### src/rtl/capture_pkg.sv
// Shared constants for the logic-analyzer capture sequencer: state codes,
// register offsets within the bus window, and host command values.
package capture_pkg;

    typedef enum logic [2:0] {
        ST_IDLE             = 3'd0,
        ST_MOVE_TO_POSITION = 3'd1,
        ST_IN_POSITION      = 3'd2,
        ST_CAPTURING        = 3'd3,
        ST_CAPTURED         = 3'd4
    } cap_state_e;

    localparam logic [1:0] REG_STATE         = 2'd0;
    localparam logic [1:0] REG_TRIGGER_LOC   = 2'd1;
    localparam logic [1:0] REG_READ_POINTER  = 2'd2;
    localparam logic [1:0] REG_WRITE_POINTER = 2'd3;

    localparam logic [15:0] CMD_ABORT = 16'd0;
    localparam logic [15:0] CMD_START = 16'd1;

endpackage

### src/rtl/capture_controller.sv
// Capture sequencer: drives sample-buffer write enable/address so that exactly
// SAMPLE_DEPTH samples are kept around a trigger, with a 4-register bus window.
module capture_controller
    import capture_pkg::*;
#(
    parameter int BASE_ADDR    = 0,
    parameter int SAMPLE_DEPTH = 1024,
    parameter int ADDR_WIDTH   = $clog2(SAMPLE_DEPTH)
) (
    input  logic                  clk,
    input  logic                  rst,
    input  logic                  trig,
    input  logic [15:0]           addr_i,
    input  logic [15:0]           wdata_i,
    input  logic [15:0]           rdata_i,
    input  logic                  rw_i,
    input  logic                  valid_i,
    output logic [15:0]           addr_o,
    output logic [15:0]           wdata_o,
    output logic [15:0]           rdata_o,
    output logic                  rw_o,
    output logic                  valid_o,
    output logic                  buf_we,
    output logic [ADDR_WIDTH-1:0] buf_waddr
);

    localparam logic [ADDR_WIDTH-1:0] PTR_ONE = ADDR_WIDTH'(1);
    localparam logic [ADDR_WIDTH-1:0] TL_MAX  = ADDR_WIDTH'(SAMPLE_DEPTH - 1);
    localparam logic [ADDR_WIDTH-1:0] TL_RST  = ADDR_WIDTH'(SAMPLE_DEPTH / 2);

    cap_state_e            r_state;
    cap_state_e            w_state_nxt;
    logic [ADDR_WIDTH-1:0] r_wp;
    logic [ADDR_WIDTH-1:0] r_rp;
    logic [ADDR_WIDTH-1:0] r_tl;
    logic [ADDR_WIDTH-1:0] w_wp_nxt;
    logic [ADDR_WIDTH-1:0] w_rp_nxt;
    logic [ADDR_WIDTH-1:0] w_tl_nxt;

    logic [15:0] r_addr;
    logic [15:0] r_wdata;
    logic [15:0] r_rdata;
    logic        r_rw;
    logic        r_valid;

    logic [15:0] w_off;
    logic        w_in_win;
    logic        w_reg_wr;
    logic        w_reg_rd;
    logic        w_cfg_ok;
    logic        w_we;
    logic        w_wrap_done;
    logic [15:0] w_reg_rdata;

    function automatic logic [ADDR_WIDTH-1:0] sat_tl(input logic [15:0] v);
        if ({16'd0, v} > 32'(SAMPLE_DEPTH - 1)) begin
            return TL_MAX;
        end
        return v[ADDR_WIDTH-1:0];
    endfunction

    // Addresses below BASE_ADDR wrap to large offsets and fall outside the window.
    assign w_off    = addr_i - 16'(BASE_ADDR);
    assign w_in_win = (w_off < 16'd4);
    assign w_reg_wr = valid_i & rw_i & w_in_win;
    assign w_reg_rd = valid_i & ~rw_i & w_in_win;
    assign w_cfg_ok = (r_state == ST_IDLE) || (r_state == ST_CAPTURED);

    assign w_we = (r_state == ST_MOVE_TO_POSITION) ||
                  (r_state == ST_IN_POSITION) ||
                  (r_state == ST_CAPTURING);
    assign w_wrap_done = (r_wp == (r_rp - PTR_ONE));

    assign buf_we    = w_we;
    assign buf_waddr = r_wp;

    always_comb begin
        w_state_nxt = r_state;
        w_wp_nxt    = r_wp;
        w_rp_nxt    = r_rp;
        w_tl_nxt    = r_tl;

        if (w_we) begin
            w_wp_nxt = r_wp + PTR_ONE;
        end

        case (r_state)
            ST_MOVE_TO_POSITION: begin
                if (r_wp == (r_tl - PTR_ONE)) begin
                    w_state_nxt = ST_IN_POSITION;
                end
            end
            ST_IN_POSITION: begin
                if (trig) begin
                    w_state_nxt = w_wrap_done ? ST_CAPTURED : ST_CAPTURING;
                end else begin
                    w_rp_nxt = r_rp + PTR_ONE;
                end
            end
            ST_CAPTURING: begin
                if (w_wrap_done) begin
                    w_state_nxt = ST_CAPTURED;
                end
            end
            default: ;
        endcase

        // Host commands take precedence over the sequencer's own transitions.
        if (w_reg_wr) begin
            case (w_off[1:0])
                REG_STATE: begin
                    if (wdata_i == CMD_ABORT) begin
                        w_state_nxt = ST_IDLE;
                        w_wp_nxt    = r_wp;
                        w_rp_nxt    = r_rp;
                    end else if ((wdata_i == CMD_START) && w_cfg_ok) begin
                        w_state_nxt = (r_tl == '0) ? ST_IN_POSITION : ST_MOVE_TO_POSITION;
                        w_wp_nxt    = '0;
                        w_rp_nxt    = '0;
                    end
                end
                REG_TRIGGER_LOC: begin
                    if (w_cfg_ok) begin
                        w_tl_nxt = sat_tl(wdata_i);
                    end
                end
                default: ;
            endcase
        end
    end

    always_ff @(posedge clk or posedge rst) begin
        if (rst) begin
            r_state <= ST_IDLE;
            r_wp    <= '0;
            r_rp    <= '0;
            r_tl    <= TL_RST;
        end else begin
            r_state <= w_state_nxt;
            r_wp    <= w_wp_nxt;
            r_rp    <= w_rp_nxt;
            r_tl    <= w_tl_nxt;
        end
    end

    always_comb begin
        w_reg_rdata = 16'd0;
        case (w_off[1:0])
            REG_STATE:         w_reg_rdata = 16'(r_state);
            REG_TRIGGER_LOC:   w_reg_rdata = 16'(r_tl);
            REG_READ_POINTER:  w_reg_rdata = 16'(r_rp);
            REG_WRITE_POINTER: w_reg_rdata = 16'(r_wp);
            default:           w_reg_rdata = 16'd0;
        endcase
    end

    // Bus chain stage: every field registered once.
    always_ff @(posedge clk or posedge rst) begin
        if (rst) begin
            r_addr  <= 16'd0;
            r_wdata <= 16'd0;
            r_rdata <= 16'd0;
            r_rw    <= 1'b0;
            r_valid <= 1'b0;
        end else begin
            r_addr  <= addr_i;
            r_wdata <= wdata_i;
            r_rdata <= w_reg_rd ? w_reg_rdata : rdata_i;
            r_rw    <= rw_i;
            r_valid <= valid_i;
        end
    end

    assign addr_o  = r_addr;
    assign wdata_o = r_wdata;
    assign rdata_o = r_rdata;
    assign rw_o    = r_rw;
    assign valid_o = r_valid;

endmodule

### config.mk
export PLATFORM = sky130hd
export DESIGN_NAME = capture_controller
export DESIGN_NICKNAME = d
export VERILOG_FILES = /design/src/rtl/capture_pkg.sv /design/src/rtl/capture_controller.sv
export SDC_FILE = /design/constraint.sdc
export NUM_CORES = 1
export LEC_CHECK = 0
export BUFFER_PORTS_ARGS = -buffer_cell sky130_fd_sc_hd__clkbuf_2
export CELL_PAD_IN_SITES_DETAIL_PLACEMENT = 2
export CELL_PAD_IN_SITES_GLOBAL_PLACEMENT = 2
export CORE_ASPECT_RATIO = 1.25
export CORE_UTILIZATION = 34
export DETAILED_ROUTE_END_ITERATION = 16
export PLACE_DENSITY_LB_ADDON = 0.2
export RECOVER_POWER = 50
export SLEW_MARGIN = 20
export SYNTH_ARGS = -nofsm -noshare
export SYNTH_HDL_FRONTEND = slang
export SYNTH_SLANG_ARGS = --single-unit
### constraint.sdc
create_clock -name clk -period 6.6 [get_ports clk]
set_clock_uncertainty 0.1 [all_clocks]
set_input_delay 1.32 -clock clk [delete_from_list [all_inputs] [get_ports clk]]
set_output_delay 1.32 -clock clk [all_outputs]
set_load 0.01 [all_outputs]
# Yosys cells after proc, flatten, opt, wreduce, memory -nomap -nowiden
# Index checks and enable logic that the tools add are counted.
# totals
latchBits,0
ff_bits,83
n_memories,0
out_inout_bits,61
mem_bits_rw,0
romBits,0
# op_classes
order_cmp,2
n_reduce_logical,9
multipliers,0
div_mod_pow,0
n_addsub,4
bitwise_logic,5
mux,29
n_eq_ne,11
shift,0
# ops
operator,count
two-way mux 10 bit,13
case mux 16 bit (4 select lines),1
two-way mux 3 bit,8
"adder 10 x 1 -> 10 bit, second input constant",2
== test 10 bit,2
"subtractor 10 x 1 -> 10 bit, second input constant",2
"== test 16 x 1 -> 1 bit, second input constant",1
"> comparator 16 x 10 -> 1 bit, second input constant",1
logical NOT 16 bit,1
"< comparator 16 x 3 -> 1 bit, second input constant",1
two-way mux 16 bit,1
logical NOT 10 bit,1
case mux 3 bit (3 select lines),1
"== test 3 x 2 -> 1 bit, second input constant",2
AND 1 bit,4
"== test 2 bit, second input constant",2
two-way mux 1 bit,4
"== test 3 x 1 -> 1 bit, second input constant",1
"== test 3 bit, second input constant",1
logical NOT 3 bit,1
logical OR 1 bit,3
"!= test 3 bit, second input constant",1
AND reduction 3 bit,1
"== test 2 x 1 -> 1 bit, second input constant",1
4 further kinds,4

# Logic depth before layout (Yosys ltp)
# Gate-level depths: netlist of run 1.
# depth
depth_word,9
depth_mapped,9
ltp_nobuf,8

# Worst setup path before layout of run 1
# No wires, ideal clock.
# synth_timing
path_type,input to register
startpoint,input wdata_i[13]
endpoint,"register r_wp[2], in the netlist buf_waddr[2]"
slack_ns,3.361
required_ns,6.368
n_path_buf,1
stages,5
arrival_ns,3.007
setup_time_ns,0.132
path_cell_list,nor4_1 -> nand3b_1 -> nor4_1 -> clkbuf_1 -> nor2_1
# synth_between
elab_chain_len,6
# synth_lines
item,line,rtl
"start, declared",capture_controller.sv:14,"input logic [15:0] wdata_i,"
== test 16 x 1 -> 1 bit,capture_controller.sv:116,end else if ((wdata_i == CMD_START) && w_cfg_ok) begin
logical AND 1 bit,capture_controller.sv:116,
two-way mux 10 bit,capture_controller.sv:116,
two-way mux 10 bit,capture_controller.sv:112,if (wdata_i == CMD_ABORT) begin
two-way mux 10 bit,capture_controller.sv:110,case (w_off[1:0])
two-way mux 10 bit,capture_controller.sv:109,if (w_reg_wr) begin
"end signal, assigned",capture_controller.sv:140,r_wp <= w_wp_nxt;
"end, declared",capture_controller.sv:33,logic [ADDR_WIDTH-1:0] r_wp;
# Parallel ways exist; a longest one is shown, timed or not. The select of a mux whose other input is x is not followed.
# A chain may end at the register's enable or synchronous reset.

# Final worst setup path of run 1
# layout_timing
startpoint,input addr_i[1]
endpoint,register r_state[1]
# layout_between
elab_chain_len,3
# layout_lines
item,line,rtl
"start, declared",capture_controller.sv:13,"input logic [15:0] addr_i,"
< comparator 16 x 3 -> 1 bit or logical NOT 2 bit (tied branches),"capture_controller.sv:64, capture_controller.sv:110",
AND 1 bit or two-way mux 3 bit (tied branches),"capture_controller.sv:65, capture_controller.sv:110",
two-way mux 3 bit *,capture_controller.sv:109,
via w_state_nxt[1],capture_controller.sv:32,cap_state_e w_state_nxt;
"end signal, assigned",capture_controller.sv:139,r_state <= w_state_nxt;
"end, declared",capture_controller.sv:31,cap_state_e r_state;
# Mark *: on every way through the listed nets, which the timed path passes. The rest lies on a longest branch.

==> qor.csv, run 1 <==
stage;metric;value;unit
power_and_ir_drop;p_leak;2.21;nW
floorplan;dieArea;0.0126;mm2
timing;finalHoldViolCount;0;
timing;setup_ws;2960;ps
floorplan;die_width;100;um
route;via_count;3642;
placement;dp_hpwl;9980;um
floorplan;row_count;44;
worst_setup_path;startpoint_type;primary input;
clock_tree;cts_tree;built;
grt;grt_pass1_vias;3991;
yosys;synth_edf_count;0;
layout;final_util;43.4;%
grt;grt_pass1_wl;21300;um
yosys;seq_area_frac_synth;50.5;%
yosys;synth.area.top_cells;dfrtp_1 50%, xnor2_1 4.7%, nor2_1 4.4%, xor2_1 3.2%, mux2_2 2.7%;
layout;antennaDiodeCount;0;
route;remaining_drc_errors;0;
yosys;yosys_register_bits;83;
layout;final_common_cell;dfrtp_1;
yosys;netlist.area_leader.share;49.8;%
clock_tree;clk_pin_slew_worst_paths;70;ps
yosys;netlist_instances;411;
layout;fin_nets;570;
grt;gr-total-overflow;0;
timing;finalCritPeriodShare;55.2;%
yosys;synth_cell_type_count;53;
route;wire_per_inst;19.7;um
power_and_ir_drop;ir_worst_vdd;0.000110;V
flow_run;maxCapViolations;0;
floorplan;core-area;0.0117;mm2
yosys;async_reset_ff_share;100;%
floorplan;initial_core_util;35.1;%
clock_tree;clock-root-buffer;clkbuf_16;
route;drt-pass1-iter-count;4;
clock_tree;cts_resized;0;
worst_setup_path;worstSetupPathType;primary input to flop;
grt;grt_start_max_net_pins;84;
clock_tree;cts_setup_buffers;0;
placement;portBuffers;113;
layout;drive_above_1_share;23.6;%
layout;layout_common_cells;82 x dfrtp_1, 80 x clkbuf_2, 47 x nor2_1, 33 x clkbuf_1, 27 x nand2_1;
power_and_ir_drop;powerDensity;223;mW/mm2
timing;worst_pin_slew;1070;ps
yosys;syn_area;0.00412;mm2
timing;drv_slew;0;
placement;gp_congestion;0.836;
grt;grt_use_total;22.4;%
yosys;synth_fp_nets;468;
timing;finalSetupViolCount;0;
worst_setup_path;path_max_fanout;13;
clock_tree;clk_latency;350;ps
timing;period_needed;3640;ps
timing;clock.fmax;274;MHz
yosys;yosys.area.top_type;dfrtp_1;
route;postRouteWirelength;13400;um
route;via_per_inst;5.36;
clock_tree;cts_made_buffers;9;
layout;synthToLayoutAreaGrowth;23.5;%
clock_tree;cts_sinks;83;
floorplan;io_pins;114;
clock_tree;clk_path_buf_depth;2;
yosys;yosys_most_used_dff;dfrtp_1;
worst_setup_path;crit_arrival;3830;ps
placement;preCtsSetupSlack;2810;ps
run_status;status;completed;
yosys;synth.avg_cell_area;10.0;um2
timing;max_slew_margin;28.3;%
power_and_ir_drop;report.power.total;1.13;mW
worst_setup_path;cp.required;6780;ps
route;first_iter_violations;94;
clock_tree;htree_levels;3;
grt;antenna_found_initial;0;
timing;setup_tns;0;ps
worst_setup_path;critPathCaptureType;flop;
min_path;hold_class;flop to flop;
floorplan;die_y;125;um
timing;rsz0062_at_grt;false;
route;ant_nets;0;
yosys;yosysWarnings;0;
clock_tree;cts.hold.buffers_added;0;
[state kept, by name, indices dropped and copies added, names as in the netlist]
register,cells
r_tl,10
wdata_o,16
r_state,3
buf_waddr,10
rdata_o,16
addr_o,16
valid_o,1
r_rp,10
rw_o,1
[metrics by stage]
stage | hold WS (ps) | area [um2] | instances
4_1_cts | 472 | 5120 | 679
5_1_grt | 490 | 5090 | 679
2_1_floorplan | 406 | 4120 | 411
3_5_place_dp | 449 | 4810 | 663
3_3_place_gp | 434 | 4810 | 663
6_report | 472 | 5090 | 679
[where the power goes]
group          switching [mW]  internal, mW
Sequential            0.00453         0.524
Clock                   0.225         0.307
Combinational          0.0436        0.0275
Total                   0.273         0.859
[cell usage after synthesis, drive strengths merged (3+ instances only)]
| master | n |
|---|---|
| nand3b | 4 |
| nor4b | 6 |
| or3 | 5 |
| nand2b | 4 |
| and2 | 10 |
| nand3 | 14 |
| nor3 | 14 |
| mux2 | 10 |
| nor2b | 5 |
| mux4 | 3 |
| or4 | 5 |
| a31oi | 4 |
| inv | 9 |
| buf | 3 |
| nand4 | 7 |
| a22oi | 7 |
| clkbuf | 22 |
| ha | 4 |
| nor2 | 48 |
| o31ai | 3 |
| nor4 | 16 |
| xnor2 | 22 |
| xor2 | 15 |
| o21ai | 17 |
| nand2 | 27 |
| dfrtp | 82 |
| a21oi | 16 |
[kinds of logic (layout without fill, tap and decap cells)]
kind of cell    count (synthesis)  after routing  share of synthesized area, %
fa+ha+maj                       4              4                          1.22
compound gates                 61             61                          9.39
buf+inv                        34            141                          3.34
xor+xnor                       37             37                          7.87
mux                            14             14                          4.71
flops                          83             83                          50.5
simple gates                  178            178                          23.0
[layer usage]
layer,up-vias,global-route usage [%],share of wire (%)
met5,-,0,0
met4,0,7.93,1.8
met3,18,4.14,3.2
met2,81,41.8,57
met1,1872,24.8,38
li1,1671,-,-
[critical path, stage by stage]
cell      delay (ps)
clkbuf_1         290
nor4_1           420
nand3_1          260
nor4_1           950
nor3_1           140
a311oi_1         310
a21o_1           140
[worst paths after layout]
path / from / to / slack (ps) / cells after the start
max in group asynchronous: rst / buf_waddr[1] / 4790 / 3
min in group asynchronous: rst / wdata_o[12] / 1090 / 3
worst max-delay path: addr_i[1] / r_state[1] / 2960 / 7
worst max register to register: r_tl[0] / r_state[0] / 3390 / 8
worst min register to register: r_tl[9] / r_tl[9] / 470 / 2
worst min-delay path: r_tl[9] / r_tl[9] / 470 / 2
[final cells by class]
type                            instances  area (um2)
Fill cell                            1283        6640
Sequential cell                        83        2080
Multi-Input combinational cell        294        1910
Timing Repair Buffer                  116         551
Clock buffer                           10         239
Tap cell                              161         201
Clock inverter                          6        71.3
Inverter                                9        35.0
(Power assumes the default switching activity.)
==> run 2: changes to the inputs <==
Settings changed: CORE_UTILIZATION 34 to 29.
Clock period 6.6 ns to 3 ns, I/O delays scaled along.
==> run 2 against run 1 <==
The run now ends with capacitance limit, slew limit left. First-iteration DRC count up 21%. Hold slack worse by 200 ps. Sequential power up 120%. Combinational power up 120%. Utilization down 5.3 points. Global-route usage down 2.4 points. Clock-buffer cell count unchanged. Critical endpoint is now r_state[0]. Largest power group is now registers.
==> qor.csv, run 2 (synthesized netlist as in run 1, its figures left out) <==
stage;metric;value;unit
run_status;status;finished, violations left;
run_status;violations;capacitance limit, slew limit;
power_and_ir_drop;swShare;25.5;%
layout;fill_cells;1554;
route;wire_per_inst;19.3;um
worst_setup_path;startpoint_type;flop;
timing;rsz0062_at_grt;false;
clock_tree;cts_tree;built;
grt;grt_pass1_vias;4198;
clock_tree;cts_setup_buffers;0;
route;first_iter_violations;114;
timing;finalSetupViolCount;0;
clock_tree;clk_pin_slew_worst_paths;70;ps
layout;final_common_cell;dfrtp_1;
floorplan;row_count;48;
power_and_ir_drop;ir_worst_vdd;0.000258;V
power_and_ir_drop;clockPowerShare;45.8;%
placement;portBuffers;113;
route;via_count;3682;
worst_setup_path;critPathCaptureType;flop;
placement;dp_hpwl;10600;um
timing;finalCritPeriodShare;92.3;%
floorplan;io_pins;114;
worst_setup_path;startpoint;r_tl[6];
flow_run;maxCapViolations;1;
grt;gr-total-overflow;0;
clock_tree;cts_made_buffers;9;
grt;grt_pass1_wl;22000;um
worst_setup_path;crit_path_end;r_state[0];
power_and_ir_drop;p_leak;2.32;nW
timing;finalHoldViolCount;0;
floorplan;core-area;0.0138;mm2
timing;setup_tns;0;ps
power_and_ir_drop;p_switching;622;uW
timing;drv_slew;38;
route;remaining_drc_errors;0;
floorplan;dieArea;0.0147;mm2
layout;layout_common_cells;82 x dfrtp_1, 81 x clkbuf_2, 48 x nor2_1, 34 x clkbuf_1, 27 x nand2_1;
route;via_per_inst;5.14;
clock_tree;htree_levels;3;
layout;drive_above_1_share;26.6;%
clock_tree;cts.hold.buffers_added;0;
power_and_ir_drop;report.power.total;2.44;mW
layout;post-route-cell-area;0.00525;mm2
worst_setup_path;cp.required;3130;ps
worst_setup_path;r2r_end;r_state[0];
timing;max_slew_margin;-22.4;%
grt;antenna_found_initial;0;
layout;antennaDiodeCount;0;
power_and_ir_drop;p_int;1.82;mW
worst_setup_path;crit_arrival;2900;ps
worst_setup_path;r2r_cells;7;
power_and_ir_drop;seqPwrFrac;47.7;%
placement;postPlaceCellArea;0.00502;mm2
timing;period_needed;2770;ps
power_and_ir_drop;p_comb_share;6.5;%
clock_tree;clk_latency;350;ps
route;drt-pass1-iter-count;4;
layout;final_util;38.0;%
clock_tree;clock-root-buffer;clkbuf_16;
timing;timing.hold.ws;275;ps
timing;clock.fmax;361;MHz
timing;worst_pin_slew;1830;ps
clock_tree;clk_path_buf_depth;2;
floorplan;die_width;109;um
layout;fin_nets;594;
clock_tree;cts_sinks;83;
layout;synthToLayoutAreaGrowth;27.6;%
floorplan;initial_core_util;29.8;%
grt;grt_start_max_net_pins;48;
worst_setup_path;reg2reg_from;r_tl[6];
worst_setup_path;worstSetupPathType;flop to flop;
min_path;hold_class;primary input to flop;
clock_tree;cts_resized;0;
placement;gp_congestion;0.801;
worst_setup_path;ff2ff_setup_slack;230;ps
grt;grt_use_total;20.0;%
floorplan;die_y;135;um
route;postRouteWirelength;13800;um
power_and_ir_drop;powerDensity;464;mW/mm2
worst_setup_path;path_max_fanout;5;
route;ant_nets;0;
==> run 2: power by group through the flow <==
| stage | clock [mW] | sequential, mW | combinational (mW) |
|---|---|---|---|
| after floorplan | 0 | 1.20 | 0.0479 |
| after global placement | 0 | 1.18 | 0.169 |
| after detailed placement | 0 | 1.18 | 0.174 |
| after CTS | 1.16 | 1.16 | 0.175 |
| after global routing | 1.18 | 1.17 | 0.177 |
| final | 1.12 | 1.16 | 0.159 |
==> run 2: worst max-delay path: stages (launching register included) <==
cell	delay (ps)
dfrtp_1	460
nor4_1	310
buf_4	180
nand3_1	120
xnor2_1	160
or4_1	510
or4b_1	520
a221o_1	310
==> run 2: worst min path at each step <==
stage / startpoint / to / depth (start not counted)
2_1_floorplan: r_tl[9] / r_tl[9] / 2
3_3_place_gp: r_tl[9] / r_tl[9] / 2
3_5_place_dp: r_tl[9] / r_tl[9] / 2
4_1_cts: rst / rdata_o[10] / 2
5_1_grt: wdata_i[10] / wdata_o[10] / 1
6_report: wdata_i[1] / wdata_o[1] / 1
==> run 2: final cells by class <==
| type | count | area [um2] | area share (%) |
|---|---|---|---|
| Timing Repair Buffer | 140 | 718 | 13.7 |
| Clock inverter | 6 | 55.1 | 1.05 |
| Sequential cell | 83 | 2080 | 39.6 |
| Multi-Input combinational cell | 294 | 1910 | 36.3 |
| Inverter | 9 | 35.0 | 0.667 |
| Clock buffer | 10 | 239 | 4.55 |
| Tap cell | 175 | 219 | 4.17 |
==> run 2: per-layer routing <==
| layer | GRT usage (%) | up-vias | wire, um |
|---|---|---|---|
| met5 | 0 | - | 0 |
| met4 | 8.26 | 0 | 276 |
| met3 | 2.89 | 20 | 380 |
| met2 | 37.9 | 69 | 7800 |
| met1 | 21.7 | 1883 | 5380 |
| li1 | - | 1710 | - |
==> run 2: per-stage QoR <==
step                      cells  setup WS [ps]
after floorplan             411            165
after global placement      701            205
after detailed placement    701            139
after CTS                   717            216
after global routing        717           23.6
final                       717            232
==> run 3: changes to the inputs <==
Settings changed: CORE_ASPECT_RATIO 1.25 to not set.
==> run 3 against run 2 <==
The flow still finishes with violations (capacitance limit, slew limit). Via count fell by 0.65%. Utilization fell by 0.068 points. Hold slack got worse by 3.9 ps. Critical path type unchanged. Critical endpoint unchanged.
==> qor.csv, run 3 (synthesized netlist as in run 1, its figures left out) <==
stage;metric;value;unit
route;drt-pass1-iter-count;4;
min_path;hold_end;wdata_o[15];
floorplan;die_y;121;um
worst_setup_path;crit_chain;or3_4, or4_1, a31oi_1, a311oi_1, or4b_1, a221o_1;
power_and_ir_drop;swShare;23.1;%
layout;post-route-cell-area;0.00527;mm2
placement;portBuffers;113;
layout;antennaDiodeCount;0;
worst_setup_path;reg2reg_from;r_tl[2];
timing;finalCritPeriodShare;94.2;%
power_and_ir_drop;ir_worst_vdd;0.000210;V
placement;dp_hpwl;10300;um
power_and_ir_drop;p_switching;585;uW
layout;final_common_cell;dfrtp_1;
route;first_iter_violations;112;
run_status;violations;capacitance limit, slew limit;
timing;period_needed;2830;ps
layout;layout_common_cells;82 x dfrtp_1, 81 x clkbuf_2, 48 x nor2_1, 35 x clkbuf_1, 27 x nand2_1;
power_and_ir_drop;p_int;1.95;mW
clock_tree;htree_levels;3;
worst_setup_path;crit_slowest_cell;or4b_1;
power_and_ir_drop;powerDensity;481;mW/mm2
timing;rsz0062_at_grt;false;
layout;fin_nets;590;
clock_tree;clk_latency;350;ps
clock_tree;cts_made_buffers;9;
timing;worst_pin_slew;1810;ps
placement;postPlaceCellArea;0.00500;mm2
timing;setup_tns;0;ps
grt;gr-total-overflow;0;
power_and_ir_drop;report.power.total;2.53;mW
run_status;status;finished, violations left;
grt;grt_pass1_vias;3945;
worst_setup_path;r2r_end;r_state[0];
flow_run;maxCapViolations;1;
layout;multi_input_area;0.00191;mm2
route;via_per_inst;5.09;
layout;finalNonFillerCells;718;
power_and_ir_drop;p_comb_share;6.4;%
clock_tree;cts.hold.buffers_added;0;
route;ant_nets;0;
route;remaining_drc_errors;0;
worst_setup_path;worstSetupPathType;flop to flop;
placement;gp_congestion;0.820;
floorplan;row_count;43;
route;via_count;3658;
clock_tree;clock-root-buffer;clkbuf_16;
floorplan;initial_core_util;29.7;%
clock_tree;cts_resized;0;
worst_setup_path;crit_family;simple AND/OR/NAND/NOR gates;
min_path;hold_class;primary input to flop;
layout;drive_above_1_share;25.8;%
timing;max_slew_margin;-21.3;%
power_and_ir_drop;clockPowerShare;47.8;%
worst_setup_path;path_max_fanout;10;
layout;synthToLayoutAreaGrowth;28.0;%
layout;fill_cells;1564;
layout;final_util;38.0;%
route;wire_per_inst;18.9;um
min_path;min_from;wdata_i[15];
floorplan;dieArea;0.0147;mm2
worst_setup_path;max_stage_delay;540;ps
route;postRouteWirelength;13600;um
floorplan;io_pins;114;
clock_tree;cts_setup_buffers;0;
grt;grt_pass1_wl;21400;um
min_path;whs_path_depth;1;
power_and_ir_drop;p_leak;2.31;nW
clock_tree;cts_sinks;83;
clock_tree;clk_path_buf_depth;2;
timing;finalSetupViolCount;0;
worst_setup_path;worst-path-buf-inv;0;
timing;finalHoldViolCount;0;
worst_setup_path;startpoint_type;flop;
worst_setup_path;crit_arrival;2960;ps
worst_setup_path;ff2ff_setup_slack;170;ps
floorplan;die_width;121;um
timing;drv_slew;37;
clock_tree;cts_tree;built;
grt;grt_use_total;19.5;%
worst_setup_path;cp.required;3130;ps
grt;grt_start_max_net_pins;48;
power_and_ir_drop;seqPwrFrac;45.9;%
placement;placedCellCount;702;
floorplan;core-area;0.0139;mm2
grt;antenna_found_initial;0;
clock_tree;clk_pin_slew_worst_paths;70;ps
layout;regArea;0.00208;mm2
timing;clock.fmax;354;MHz
worst_setup_path;r2r_cells;6;
worst_setup_path;critPathCaptureType;flop;
run 3: worst max path at each step:
stage	startpoint	end	slack [ps]	cells after the start
after floorplan	rst	addr_o[0]	160	1
after global placement	r_tl[2]	r_state[0]	280	6
after detailed placement	r_tl[2]	r_state[0]	210	6
after CTS	r_tl[2]	r_state[0]	180	6
after global routing	r_tl[0]	r_state[0]	70	9
final	r_tl[2]	r_state[0]	170	6
run 3: area by class of cell:
type                       instances  area share, %
sequential                        83           39.4
inverter                           9          0.665
clock buffer                      10           4.35
multi-input combinational        294           36.2
clock inverter                     6           1.71
timing repair buffer             136           13.3
tap                              180           4.27
run 3: per-layer routing:
layer	share of wire (%)	track usage [%]	vias up	wire length (um)
met5	0	0	-	0
met4	1.6	7.18	0	220
met3	2.8	2.82	14	374
met2	52	33.8	68	7040
met1	44	24.5	1869	5960
li1	-	-	1707	-
run 3: worst register-to-register path: cells and delay by family (launching register included):
| family | cells | cell delay, ps |
|---|---|---|
| AO/OA/AOI/OAI | 3 | 590 |
| flip-flops | 1 | 500 |
| AND/OR/NAND/NOR | 3 | 1520 |
run 3: power groups by stage:
stage                     sequential, mW  combinational, mW  clock, mW
final                               1.16              0.161       1.21
after global routing                1.17              0.179       1.28
after CTS                           1.16              0.173       1.24
after detailed placement            1.18              0.173          0
after global placement              1.18              0.169          0
after floorplan                     1.20             0.0479          0
run 3: per-stage QoR:
step	hold WS, ps	setup WS (ps)
3_3_place_gp	442	275
6_report	271	174
3_5_place_dp	463	208
4_1_cts	250	181
2_1_floorplan	406	165
5_1_grt	268	71.2
